### src/rtl/pipe_adder.sv
// Pipelined WIDTH-bit add/subtract, one CHUNK-bit slice per register stage, with
// valid/ready flow control and carry/overflow/zero flags registered at the last stage.
module pipe_adder #(
  parameter int WIDTH  = 32,
  parameter int STAGES = 4
) (
  input  logic             clk,
  input  logic             rst,
  input  logic             in_valid,
  output logic             in_ready,
  input  logic             en,
  input  logic             sub,
  input  logic             c0,
  input  logic [WIDTH-1:0] in1,
  input  logic [WIDTH-1:0] in2,
  output logic             out_valid,
  input  logic             out_ready,
  output logic [WIDTH-1:0] sout,
  output logic             cout,
  output logic             ovf,
  output logic             zero
);

  localparam int CHUNK = WIDTH / STAGES;
  localparam int LAST  = STAGES - 1;

  logic             advance;
  logic [WIDTH-1:0] b_pre;
  logic [WIDTH-1:0] sout_q;
  logic             cout_q;
  logic             ovf_q;
  logic             zero_q;

  assign b_pre = sub ? ~in2 : in2;

  for (genvar k = 0; k < STAGES; k++) begin : g_stage
    localparam int LO = k * CHUNK;

    // a_in/b_in hold this stage's chunk in the low bits plus every chunk above it
    logic [WIDTH-LO-1:0]   a_in;
    logic [WIDTH-LO-1:0]   b_in;
    logic                  c_in;
    logic                  v_in;
    logic                  kill_in;
    logic [CHUNK:0]        add_d;
    logic [LO+CHUNK-1:0]   sum_d;
    logic                  vld_q;

    if (k == 0) begin : g_entry
      assign a_in    = in1;
      assign b_in    = b_pre;
      assign c_in    = c0 ^ sub;
      assign v_in    = in_valid;
      assign kill_in = ~en;
      assign sum_d   = add_d[CHUNK-1:0];
    end else begin : g_link
      assign a_in    = g_stage[k-1].g_mid.a_q;
      assign b_in    = g_stage[k-1].g_mid.b_q;
      assign c_in    = g_stage[k-1].g_mid.cy_q;
      assign v_in    = g_stage[k-1].vld_q;
      assign kill_in = g_stage[k-1].g_mid.kill_q;
      assign sum_d   = {add_d[CHUNK-1:0], g_stage[k-1].g_mid.s_q};
    end

    assign add_d = {1'b0, a_in[CHUNK-1:0]} + {1'b0, b_in[CHUNK-1:0]} + {{CHUNK{1'b0}}, c_in};

    always_ff @(posedge clk or posedge rst) begin
      if (rst) begin
        vld_q <= 1'b0;
      end else if (advance) begin
        vld_q <= v_in;
      end
    end

    if (k < LAST) begin : g_mid
      logic [WIDTH-LO-CHUNK-1:0] a_q;
      logic [WIDTH-LO-CHUNK-1:0] b_q;
      logic [LO+CHUNK-1:0]       s_q;
      logic                      cy_q;
      logic                      kill_q;

      always_ff @(posedge clk or posedge rst) begin
        if (rst) begin
          a_q    <= '0;
          b_q    <= '0;
          s_q    <= '0;
          cy_q   <= 1'b0;
          kill_q <= 1'b0;
        end else if (advance) begin
          a_q    <= a_in[WIDTH-LO-1:CHUNK];
          b_q    <= b_in[WIDTH-LO-1:CHUNK];
          s_q    <= sum_d;
          cy_q   <= add_d[CHUNK];
          kill_q <= kill_in;
        end
      end
    end else begin : g_out
      // Carry into the MSB recovered from the MSB sum bit and its two operand bits
      logic msb_cin;
      assign msb_cin = a_in[CHUNK-1] ^ b_in[CHUNK-1] ^ sum_d[WIDTH-1];

      always_ff @(posedge clk or posedge rst) begin
        if (rst) begin
          sout_q <= '0;
          cout_q <= 1'b0;
          ovf_q  <= 1'b0;
          zero_q <= 1'b0;
        end else if (advance && v_in) begin
          if (kill_in) begin
            sout_q <= '0;
            cout_q <= 1'b0;
            ovf_q  <= 1'b0;
            zero_q <= 1'b1;
          end else begin
            sout_q <= sum_d;
            cout_q <= add_d[CHUNK];
            ovf_q  <= add_d[CHUNK] ^ msb_cin;
            zero_q <= ~|sum_d;
          end
        end
      end
    end
  end

  assign out_valid = g_stage[LAST].vld_q;
  assign advance   = ~out_valid | out_ready;
  assign in_ready  = advance;
  assign sout      = sout_q;
  assign cout      = cout_q;
  assign ovf       = ovf_q;
  assign zero      = zero_q;

endmodule

### config.mk
export PLATFORM = sky130hd
export DESIGN_NAME = pipe_adder
export DESIGN_NICKNAME = d
export VERILOG_FILES = /design/src/rtl/pipe_adder.sv
export SDC_FILE = /design/constraint.sdc
export NUM_CORES = 1
export LEC_CHECK = 0
export CAP_MARGIN = 20
export CORE_ASPECT_RATIO = 0.6
export CORE_UTILIZATION = 26
export CTS_BUF_LIST = sky130_fd_sc_hd__clkbuf_4
export DETAILED_ROUTE_END_ITERATION = 8
export GPL_TIMING_DRIVEN = 0
export PLACE_DENSITY_LB_ADDON = 0.3
export SETUP_SLACK_MARGIN = 0.4
export SYNTH_ARGS = -nofsm -noshare
export SYNTH_HDL_FRONTEND = slang
export SYNTH_SLANG_ARGS = --single-unit
### constraint.sdc
create_clock -name clk -period 16.87 [get_ports clk]
set_clock_uncertainty 0.1 [all_clocks]
set_input_delay 3.374 -clock clk [delete_from_list [all_inputs] [get_ports clk]]
set_output_delay 3.374 -clock clk [all_outputs]
set_load 0.01 [all_outputs]
Yosys cells after proc, flatten, opt, wreduce, memory -nomap -nowiden:

Cells that the tools add are included.

* word-level logic and storage cells: 47
* register bits after elaboration: 189
* input bits: 71
* output and inout port bits: 37

* muxes and demuxes: 5
* bitwise operators: 8
* reduce and logical (&&, ||, !) cells: 3
* $add $sub $neg: 8

Operator list (number)
* $mux 32: 2
* $add 8x8->9: 4
* $add 9x1->9: 4
* $not 32->32: 1
* $reduce_or 32->1: 1
* $xor 1x1->1: 4
* $mux 1: 3
* $not 1->1: 2
* $logic_and 1x1->1: 1
* $logic_not 1->1: 1
* $or 1x1->1: 1

Logic depth before layout (Yosys ltp):

* word-level depth: 5
* mapped depth: 11
* depth with buffers taken out: 10

Worst setup path before layout:

OpenSTA, ideal clock, no wires.

* kind: input port to output port
* start: input port out_ready
* end: output port in_ready
* buffers on the path: 3
* data arrival time: 4.032 ns
* cell stages on the path: 5
* data required time: 13.396 ns
* setup slack: 9.364 ns
* cells stage by stage: nor2b_1 > buf_8 > inv_2 > buf_2 > buf_2

* longest elaborated chain between the ends: 1

Ends and longest elaborated chain
* start, declared: RTL line 17 `input logic out_ready,`
* $or 1x1->1: RTL line 126 `assign advance = ~out_valid | out_ready;`
* end, declared: RTL line 10 `output logic in_ready,`

No other way between the ends.

Final worst setup path:

Same ends and word-level chain as after synthesis.

==> impl_metrics.py <==
metrics = {
    "timing": {
        "setup_repair_after_global_routing_missed_its_margin": "no",
        "number_of_setup_violations_in_the_final_report": 0,
        "hold-worst-slack_ns": 0.383,
        "part_of_the_cycle_the_worst_path_needs": 0.516,
        "maxSlewHeadroom": 0.523,
        "fin_setup_tns_ns": 0,
        "finalWorstPathRequiredPeriod_ns": 8.70,
        "final.setup.worst_slack_ns": 8.17,
        "drv_slew": 0,
        "timing.fmax_mhz": 115,
        "finalHoldViolCount": 0,
        "tightestPinTransition_ns": 0.716,
    },
    "clocking": {
        "cts.path.max_buffers": 2,
        "cts_tree": "built",
        "cts_root_buf": "sky130_fd_sc_hd__clkbuf_4",
        "clkSinkCount": 189,
        "cts_post_setup_buffers_inserted": 0,
        "cts_inserted_buffers": 17,
        "worst_skew_pair.late_latency_ns": 0.62,
        "cts_max_level": 4,
        "holdBufCountCts": 0,
        "path_clk_slew_ns": 0.17,
        "cts.repair.resized": 0,
    },
    "setup_path": {
        "r2r_slack_ns": 14.36,
        "critical_path_peak_fanout": 10,
        "critPathLaunch": "out_ready",
        "timing.critical_path.arrival_ns": 5.23,
        "cpPeakStageDelay_ns": 0.60,
        "critPathCaptureType": "output port",
        "rr_startpoint": "g_stage[2].g_mid.a_q[0]",
        "worst_r2r_endpoint": "ovf",
        "worst-r2r-cell-count": 9,
        "crit_path_cell_trace": "clkdlybuf4s50_1 > nor2b_1 > buf_8 > inv_2 > buf_2 > buf_2 > clkdlybuf4s50_1",
        "critPathLaunchType": "input port",
        "critPathSlowestCell": "sky130_fd_sc_hd__clkdlybuf4s50_1",
        "cp-endpoint": "in_ready",
        "worstSetupPathType": "input port to output port",
        "worst-endpoint-required_ns": 13.40,
    },
    "floorplanning": {
        "die_area_um2": 34300,
        "die_w_um": 238,
        "rows": 51,
        "initial_utilization": 0.266,
        "ios": 108,
        "fp.coreArea_um2": 32700,
        "fp.dieH_um": 144,
    },
    "power_and_ir_drop": {
        "leakage_power_of_the_design_nw": 4.96,
        "vdd.ir_drop.worst_mv": 0.0558,
        "pwr_density_cell_nw_per_um2": 174,
    },
    "synthesis": {
        "netlist_area_um2": 8720,
        "synth_seq_area_share": 0.542,
        "synth_warnings": 0,
        "synth.area.top_cells": "sky130_fd_sc_hd__dfrtp_1 (54%), sky130_fd_sc_hd__nand2_1 (16%), sky130_fd_sc_hd__ha_1 (4.0%)",
        "fraction_of_synthesis_flops_using_an_asynchronous_set_or_reset_pin": 1.00,
        "synth_largest_area_cell": "sky130_fd_sc_hd__dfrtp_1",
        "netlist.area_leader.share": 0.542,
        "syn_nets": 1059,
        "synth_common_cells": "sky130_fd_sc_hd__nand2_1 (376), sky130_fd_sc_hd__dfrtp_1 (189), sky130_fd_sc_hd__o21ai_1 (39), sky130_fd_sc_hd__o21ai_0 (35), sky130_fd_sc_hd__xnor2_1 (32)",
        "syn-mean-instance-area_um2": 9.16,
        "synth_enable_flop_cells": 0,
        "most_instantiated_library_cell_after_synthesis": "sky130_fd_sc_hd__nand2_1",
        "number_of_library_cell_types_mapped_by_synthesis": 45,
        "leading_register_cell_type_out_of_synthesis": "sky130_fd_sc_hd__dfrtp_1",
        "synth_cells": 952,
        "synth_seq_cells": 189,
    },
    "place": {
        "gp_routability_congestion": 0.793,
        "pre_cts_ws_ns": 8.16,
        "numPortBuffers": 106,
        "dp.final_hpwl_um": 17600,
    },
    "hold_path": {
        "timing.hold.worst.class": "register to register",
    },
    "global_routing": {
        "overflow": 0,
        "largest_net_degree_at_the_start_of_global_routing": 96,
        "antenna_found_initial": 0,
        "grt_pass1_wl_um": 36600,
        "grt_util_all_layers": 0.142,
        "first_global_vias": 6357,
    },
    "drt": {
        "drc": 0,
        "num_vias": 6552,
        "route.antenna.remaining_nets": 0,
        "routedWlPerCell_um": 15.0,
        "first_pass_iters": 6,
        "drt-initial-drc-count": 395,
        "drt_wl_total_um": 23100,
        "routed_via_density": 4.25,
    },
    "layout": {
        "register_area_um2": 4730,
        "multi_input_comb_area_um2": 3660,
        "core_occupancy_in_the_finished_layout": 0.328,
        "layout-drive-gt1-share": 0.0495,
        "area_delta_synth_final_pct": 22.9,
        "antennaDiodeCount": 0,
        "fin_nets": 1185,
        "num-fill-cells": 3451,
    },
    "run": {
        "cap_viol_max_count": 0,
    },
    "status": {
        "status": "complete, no violations",
    },
}
==> worst min path at each step <==
stage | from | endpoint | slack (ns) | cells past startpoint
floorplan | g_stage[0].g_mid.a_q[10] | g_stage[0].g_mid.a_q[10] | 0.34 | 2
global placement | g_stage[1].g_mid.kill_q | g_stage[1].g_mid.kill_q | 0.35 | 2
detailed placement | g_stage[1].g_mid.s_q[1] | g_stage[1].g_mid.s_q[1] | 0.36 | 2
CTS | g_stage[0].g_mid.b_q[14] | g_stage[1].g_mid.b_q[6] | 0.39 | 2
global route | g_stage[1].g_mid.s_q[7] | g_stage[1].g_mid.s_q[7] | 0.41 | 2
finish | g_stage[1].g_mid.s_q[10] | g_stage[2].g_mid.s_q[10] | 0.38 | 2
==> state kept, by name, summed over array words and instances (netlist names) <==
signal,cells
g_stage.g_mid.a_q,48
g_stage.g_mid.b_q,48
g_stage.g_mid.s_q,48
sout,32
g_stage.g_mid.cy_q,3
g_stage.g_mid.kill_q,3
g_stage.vld_q,3
cout,1
out_valid,1
ovf,1
zero,1
==> through the flow <==
stage	power [mW]	cells	instance area [µm²]
floorplan	1.27	952	8720
global placement	1.57	1508	10300
detailed placement	1.59	1509	10400
CTS	1.87	1541	10700
global route	2.02	1541	10700
finish	1.86	1541	10700
==> placed cells by master (no fill, tap or decap), types with 5 or more instances in the layout <==
cell type                         synthesis  layout
sky130_fd_sc_hd__clkbuf_1                31      31
sky130_fd_sc_hd__dfrtp_1                189     189
sky130_fd_sc_hd__o21a_1                   9       9
sky130_fd_sc_hd__o21ai_1                 39      39
sky130_fd_sc_hd__clkdlybuf4s50_1          0     106
sky130_fd_sc_hd__nand2_1                376     376
sky130_fd_sc_hd__buf_2                   13      13
sky130_fd_sc_hd__inv_1                   25      24
sky130_fd_sc_hd__nor3_1                  11      11
sky130_fd_sc_hd__clkbuf_4                 0      17
sky130_fd_sc_hd__ha_1                    28      28
sky130_fd_sc_hd__nor2b_1                  5       5
sky130_fd_sc_hd__o21ai_0                 35      35
sky130_fd_sc_hd__nor4_1                   5       5
sky130_fd_sc_hd__nand2b_1                30      30
sky130_fd_sc_hd__o31ai_1                 14      14
sky130_fd_sc_hd__fa_1                     8       8
sky130_fd_sc_hd__xnor2_1                 32      32
sky130_fd_sc_hd__a21oi_1                 14      14
sky130_fd_sc_hd__nor2_1                  28      28
sky130_fd_sc_hd__xor2_1                  15      15
==> power by group <==
| group | leakage [nW] | internal, mW | total [mW] | switching [mW] |
|---|---|---|---|---|
| Sequential | 2.31 | 0.641 | 0.790 | 0.149 |
| Clock | 0.171 | 0.120 | 0.288 | 0.168 |
| Combinational | 2.48 | 0.334 | 0.786 | 0.451 |
==> cell type report <==
| class | count | share of cell area |
|---|---|---|
| clock buffers | 17 | 0.0119 |
| flip-flops and latches | 189 | 0.441 |
| well taps | 450 | 0.0525 |
| repair buffers | 107 | 0.102 |
| multi-input cells | 688 | 0.341 |
| clock inverters | 15 | 0.0197 |
| inverters | 27 | 0.0104 |
| plain buffers | 48 | 0.0214 |
==> kinds of logic (layout without fill, tap and decap cells) <==
group | Yosys count | after routing | synth area share
AO/OA/AOI/OAI | 134 | 134 | 0.0924
XOR/XNOR | 47 | 47 | 0.0472
multiplexers | 1 | 1 | 0.00115
buffers and inverters | 75 | 214 | 0.0382
AND/OR/NAND/NOR | 470 | 470 | 0.220
flip-flops | 189 | 189 | 0.542
adder cells (fa/ha/maj) | 36 | 36 | 0.0585
==> metal layers <==
| layer | global-route usage | wire length, µm | vias to the layer above |
|---|---|---|---|
| met1 | 0.231 | 13300 | 3090 |
| met5 | 0 | 0 | - |
| met4 | 0.0405 | 250 | 0 |
| li1 | - | - | 3323 |
| met2 | 0.182 | 8590 | 121 |
| met3 | 0.0275 | 895 | 18 |
==> critical path, delay by kind of cell <==
kind	cells	cell delay, ns
buffers and inverters	6	1.81
AND/OR/NAND/NOR	1	0.05
Note: power is estimated with default switching activity, not from simulation.
==> variant 1, RTL diff (same flow settings) <==
The parameter `WIDTH` goes from 32 to 28.
--- a/src/rtl/pipe_adder.sv
+++ b/src/rtl/pipe_adder.sv
@@ -1,7 +1,7 @@
 // Pipelined WIDTH-bit add/subtract, one CHUNK-bit slice per register stage, with
 // valid/ready flow control and carry/overflow/zero flags registered at the last stage.
 module pipe_adder #(
-  parameter int WIDTH  = 32,
+  parameter int WIDTH  = 28,
   parameter int STAGES = 4
 ) (
   input  logic             clk,
Interface: changed (resized in1, in2 and sout); port bits go from 108 to 96. The function was not compared with the original's and may differ.
==> variant 1 against the unedited design <==
Cell area shrank 13%. Sequential cell count fell by 22. Synthesized area shrank 13%. Sequential power down 12%. Setup slack got worse by 0.16 ns. Total power fell by 15%. First-iteration DRC count grew 7.1%. Via count fell by 14%. Core utilization down 0.34 points. Wire length is 17% lower.
==> variant 1: results (changes against the unedited design) <==
stage	metric	value	unit	change
run_status	status	finished, final reports clean		unchanged
global_routing	met2 global-route usage	0.1802		was 0.1821
global_routing	GR Util met1	0.2190		was 0.2311
synthesis	sequential fraction of the synthesis area	0.5502		was 0.5422
cts	worst skew pair latency	0.58	ns	was 0.62 ns
critical_path	worst r2r dst	zero$_DFFE_PP0P_		was ovf$_DFFE_PP0P_
pwr	Psw	0.6591	mW	was 0.7686 mW
synthesis	Mapped Avg Cell Area	9.161	um^2	was 9.163 um^2
global_routing	largest net degree at the start of global routing	127		was 96
cts	CTS clk-pin slew, worst paths	0.13	ns	was 0.17 ns
detailed_routing	Starting DRT DRC Count	423		was 395
place	# port buffers	94		was 106
synthesis	Synth Net Count	924		was 1059
min_path	hold wc startpoint	g_stage[0].g_mid.a_q[11]$_DFFE_PP0N_		was g_stage[1].g_mid.s_q[10]$_DFFE_PP0N_
synthesis	count of different cell masters after synthesis	39		was 45
synthesis	top cells by count, synth	nand2_1 (335), dfrtp_1 (167), o21ai_0 (62)		was nand2_1 (376), dfrtp_1 (189), o21ai_1 (39)
finish	non-filler instance count after layout	1332		was 1541
detailed_routing	routed vias/inst	4.226		was 4.252
synthesis	Post-Synth XOR/XNOR Area	0.04959		was 0.04719
synthesis	largest cells by area after synthesis	dfrtp_1 (55%), nand2_1 (17%), o21ai_0 (4.1%)		was dfrtp_1 (54%), nand2_1 (16%), ha_1 (4.0%)
synthesis	complex-gate fraction of the synthesized area	0.08830		was 0.09237
detailed_routing	Wirelength per Cell	14.45	um	was 14.96 um
pwr	worst vdd ir	0.05524	mV	was 0.05575 mV
place	placer congestion estimate	0.7706		was 0.7932
pwr	leakage power	4.345	nW	was 4.962 nW
finish	NumNets Final	1038		was 1185
global_routing	GRT Util Overall	0.1373		was 0.1421
detailed_routing	met3 wire length	852	um	was 895 um
synthesis	post-synthesis mux area share	0.001318		was 0.001147
critical_path	Arrival @ worst endpoint	5.39	ns	was 5.23 ns
sta	hold slack	0.3833	ns	was 0.3835 ns
pwr	Seq pwr share	0.436		was 0.424
[variant 1: cell types whose count changed in the layout (fill, tap and decap cells not counted), moves of 5 or more]
cell / change
buf_2: +5
dfrtp_1: -22
nor3_1: -8
o21ai_0: +27
nand2_1: -41
clkbuf_1: -12
nand2b_1: -6
o21ai_1: -38
o21a_1: -6
o31ai_1: -6
a21oi_1: +7
clkdlybuf4s50_1: -12
[variant 1: per-stage QoR]
stage,power [mW],setup slack [ns],cell area [um^2]
floorplan,1.106,8.878,7595
global placement,1.358,6.391,9005
detailed placement,1.375,7.986,9040
CTS,1.605,7.981,9303
global route,1.729,7.913,9305
finish,1.589,8.005,9305
[variant 1: cell type report]
type / instances / area (um^2)
fillers: 3039 / 19400
flip-flops and latches: 167 / 4179
multi-input cells: 596 / 3146
repair buffers: 95 / 968.4
well taps: 375 / 469.2
plain buffers: 42 / 180.2
clock buffers: 18 / 135.1
clock inverters: 14 / 127.6
inverters: 24 / 97.59
diodes: 1 / 2.502
==> variant 2, RTL diff (same flow settings) <==
Without the edit above. Register the output `ovf` once more; this adds one clock of latency there. The other outputs are not delayed to match.
--- a/src/rtl/pipe_adder.sv
+++ b/src/rtl/pipe_adder.sv
@@ -127,7 +127,9 @@
   assign in_ready  = advance;
   assign sout      = sout_q;
   assign cout      = cout_q;
-  assign ovf       = ovf_q;
+  always_ff @(posedge clk) begin
+    ovf <= ovf_q;
+  end
   assign zero      = zero_q;
 
 endmodule
Behaviour: not the same (a bounded check fails within 10 cycles, from zero or initial values and one cycle with rst high).
==> variant 2 against the unedited design <==
Hold slack worse by 0.098 ns. Sequential cell count is 1 higher. Synthesized area is 0.23% higher. Global-route usage is 0.21 points lower. Total power is 0.67% higher. Wire length hardly changed. Setup slack worse by 0.024 ns. Non-clock buffer count stayed put. Cell area is 0.28% higher. Combinational power is 0.8% higher. Largest power group is now combinational cells.
==> variant 2: results (changes against the unedited design) <==
stage	metric	value	unit	change
run_status	status	finished, final reports clean		unchanged
sta	Slew headroom	0.4574		was 0.5226
detailed_routing	drt total wl	23080	um	was 23060 um
detailed_routing	Starting DRT DRC Count	463		was 395
finish	share of layout cells above drive strength 1	0.04853		was 0.04950
min_path	hold depth	0		was 2
global_routing	initial antenna violation count	0		unchanged
synthesis	Synth Net Count	1060		was 1059
synthesis	number of flops mapped to enable cells by yosys	0		unchanged
finish	NumNets Final	1186		was 1185
critical_path	Reg2Reg Setup Slack	14.36	ns	about the same
critical_path	Max FO, Critical Path	10		unchanged
sta	hold slack	0.2856	ns	was 0.3835 ns
finish	ANT cells	0		unchanged
place	# port buffers	106		unchanged
critical_path	r2r startpoint	g_stage[2].g_mid.a_q[0]$_DFFE_PP0N_		unchanged
min_path	hold wc startpoint	ovf_q$_DFFE_PP0P_		was g_stage[1].g_mid.s_q[10]$_DFFE_PP0N_
synthesis	Synth Warn #	0		unchanged
global_routing	largest net degree at the start of global routing	111		was 96
global_routing	GRT Util Overall	0.1401		was 0.1421
detailed_routing	vias	6660		was 6552
critical_path	Setup crit start	out_ready		unchanged
cts	worst skew pair latency	0.61	ns	
cts	CTS Buf Count	17		unchanged
synthesis	top cells by count, synth	nand2_1 (376), dfrtp_1 (189), o21ai_1 (39)		unchanged
cts	H-tree lvl count	4		unchanged
min_path	Worst Hold End	ovf$_DFF_P_		was g_stage[2].g_mid.s_q[10]$_DFFE_PP0N_
cts	CTS clk-pin slew, worst paths	0.13	ns	was 0.17 ns
detailed_routing	Initial DRT Pass Iterations	5		was 6
critical_path	Arrival @ worst endpoint	5.25	ns	was 5.23 ns
pwr	leakage power	4.968	nW	was 4.962 nW
global_routing	vias in the first global route	6344		was 6357
place	DP Wirelength	17890	um	was 17640 um
finish	biggest regs	g_stage.g_mid.a_q (48), g_stage.g_mid.b_q (48), g_stage.g_mid.s_q (48)		unchanged
cts	Resize count post-CTS	0		unchanged
pwr	worst vdd ir	0.06865	mV	was 0.05575 mV
critical_path	worst r2r dst	ovf_q$_DFFE_PP0P_		was ovf$_DFFE_PP0P_
finish	# fillers	3454		was 3451
synthesis	count of different cell masters after synthesis	46		was 45
place	placer congestion estimate	0.8162		was 0.7932
global_routing	first-pass GRT wire length	36430	um	was 36630 um
synthesis	largest cells by area after synthesis	dfrtp_1 (54%), nand2_1 (16%), ha_1 (4.0%)		unchanged
synthesis	async set-reset flop share out of synthesis	0.9947		was 1.000
critical_path	r2r worst-path depth	9		unchanged
cts	postcts setup bufs	0		unchanged
min_path	Hold Path Class	reg -> reg		unchanged
cts	CTS max path bufs	2		unchanged
cts	root buffer cell	clkbuf_4		unchanged
critical_path	crit path capture	in_ready		unchanged
synthesis	sequential fraction of the synthesis area	0.5432		was 0.5422
==> variant 2: where the power goes <==
part	switching, mW	total [mW]	leakage [nW]	internal (mW)
Sequential	0.145	0.789	2.31	0.644
Combinational	0.458	0.792	2.48	0.335
Clock	0.161	0.295	0.169	0.134
==> variant 2: through the flow <==
step	instances	area [um^2]	worst slack, ns
finish	1542	10750	8.144
CTS	1542	10750	8.132
detailed placement	1510	10400	8.128
global route	1542	10750	8.039
global placement	1509	10370	5.444
floorplan	953	8743	8.254
==> variant 2: cell families after synthesis <==
kind of cell,Yosys count,synth area share
and+or+nand+nor,470,0.2199
DFF,190,0.5432
AOI/OAI and AO/OA,134,0.09216
buffers and inverters,75,0.03806
xor gates and xnor gates,47,0.04708
adders and majority gates,36,0.05839
muxes,1,0.001145
==> variant 2: worst max-delay path, stage by stage <==
cell	delay, ns
clkdlybuf4s50_1	0.45
nor2b_1	0.06
buf_8	0.14
inv_2	0.08
buf_2	0.26
buf_2	0.29
clkdlybuf4s50_1	0.59
==> variant 2: per-layer routing <==
layer | track usage | vias to the layer above | wire [um]
li1 | - | 3323 | -
met5 | 0 | - | 0
met4 | 0.02767 | 0 | 165
met1 | 0.2214 | 3172 | 12610
met3 | 0.03588 | 10 | 1456
met2 | 0.1864 | 155 | 8846
==> variant 2: layout make-up <==
type	instances	area [um^2]	share of cell area
buffer	48	229.0	0.02130
clock buffer	18	135.1	0.01257
clock inverter	14	214.0	0.01990
inverter	27	111.4	0.01036
multi-input combinational	688	3661	0.3405
sequential	190	4750	0.4418
tap	450	563.0	0.05237
timing repair buffer	107	1089	0.1012
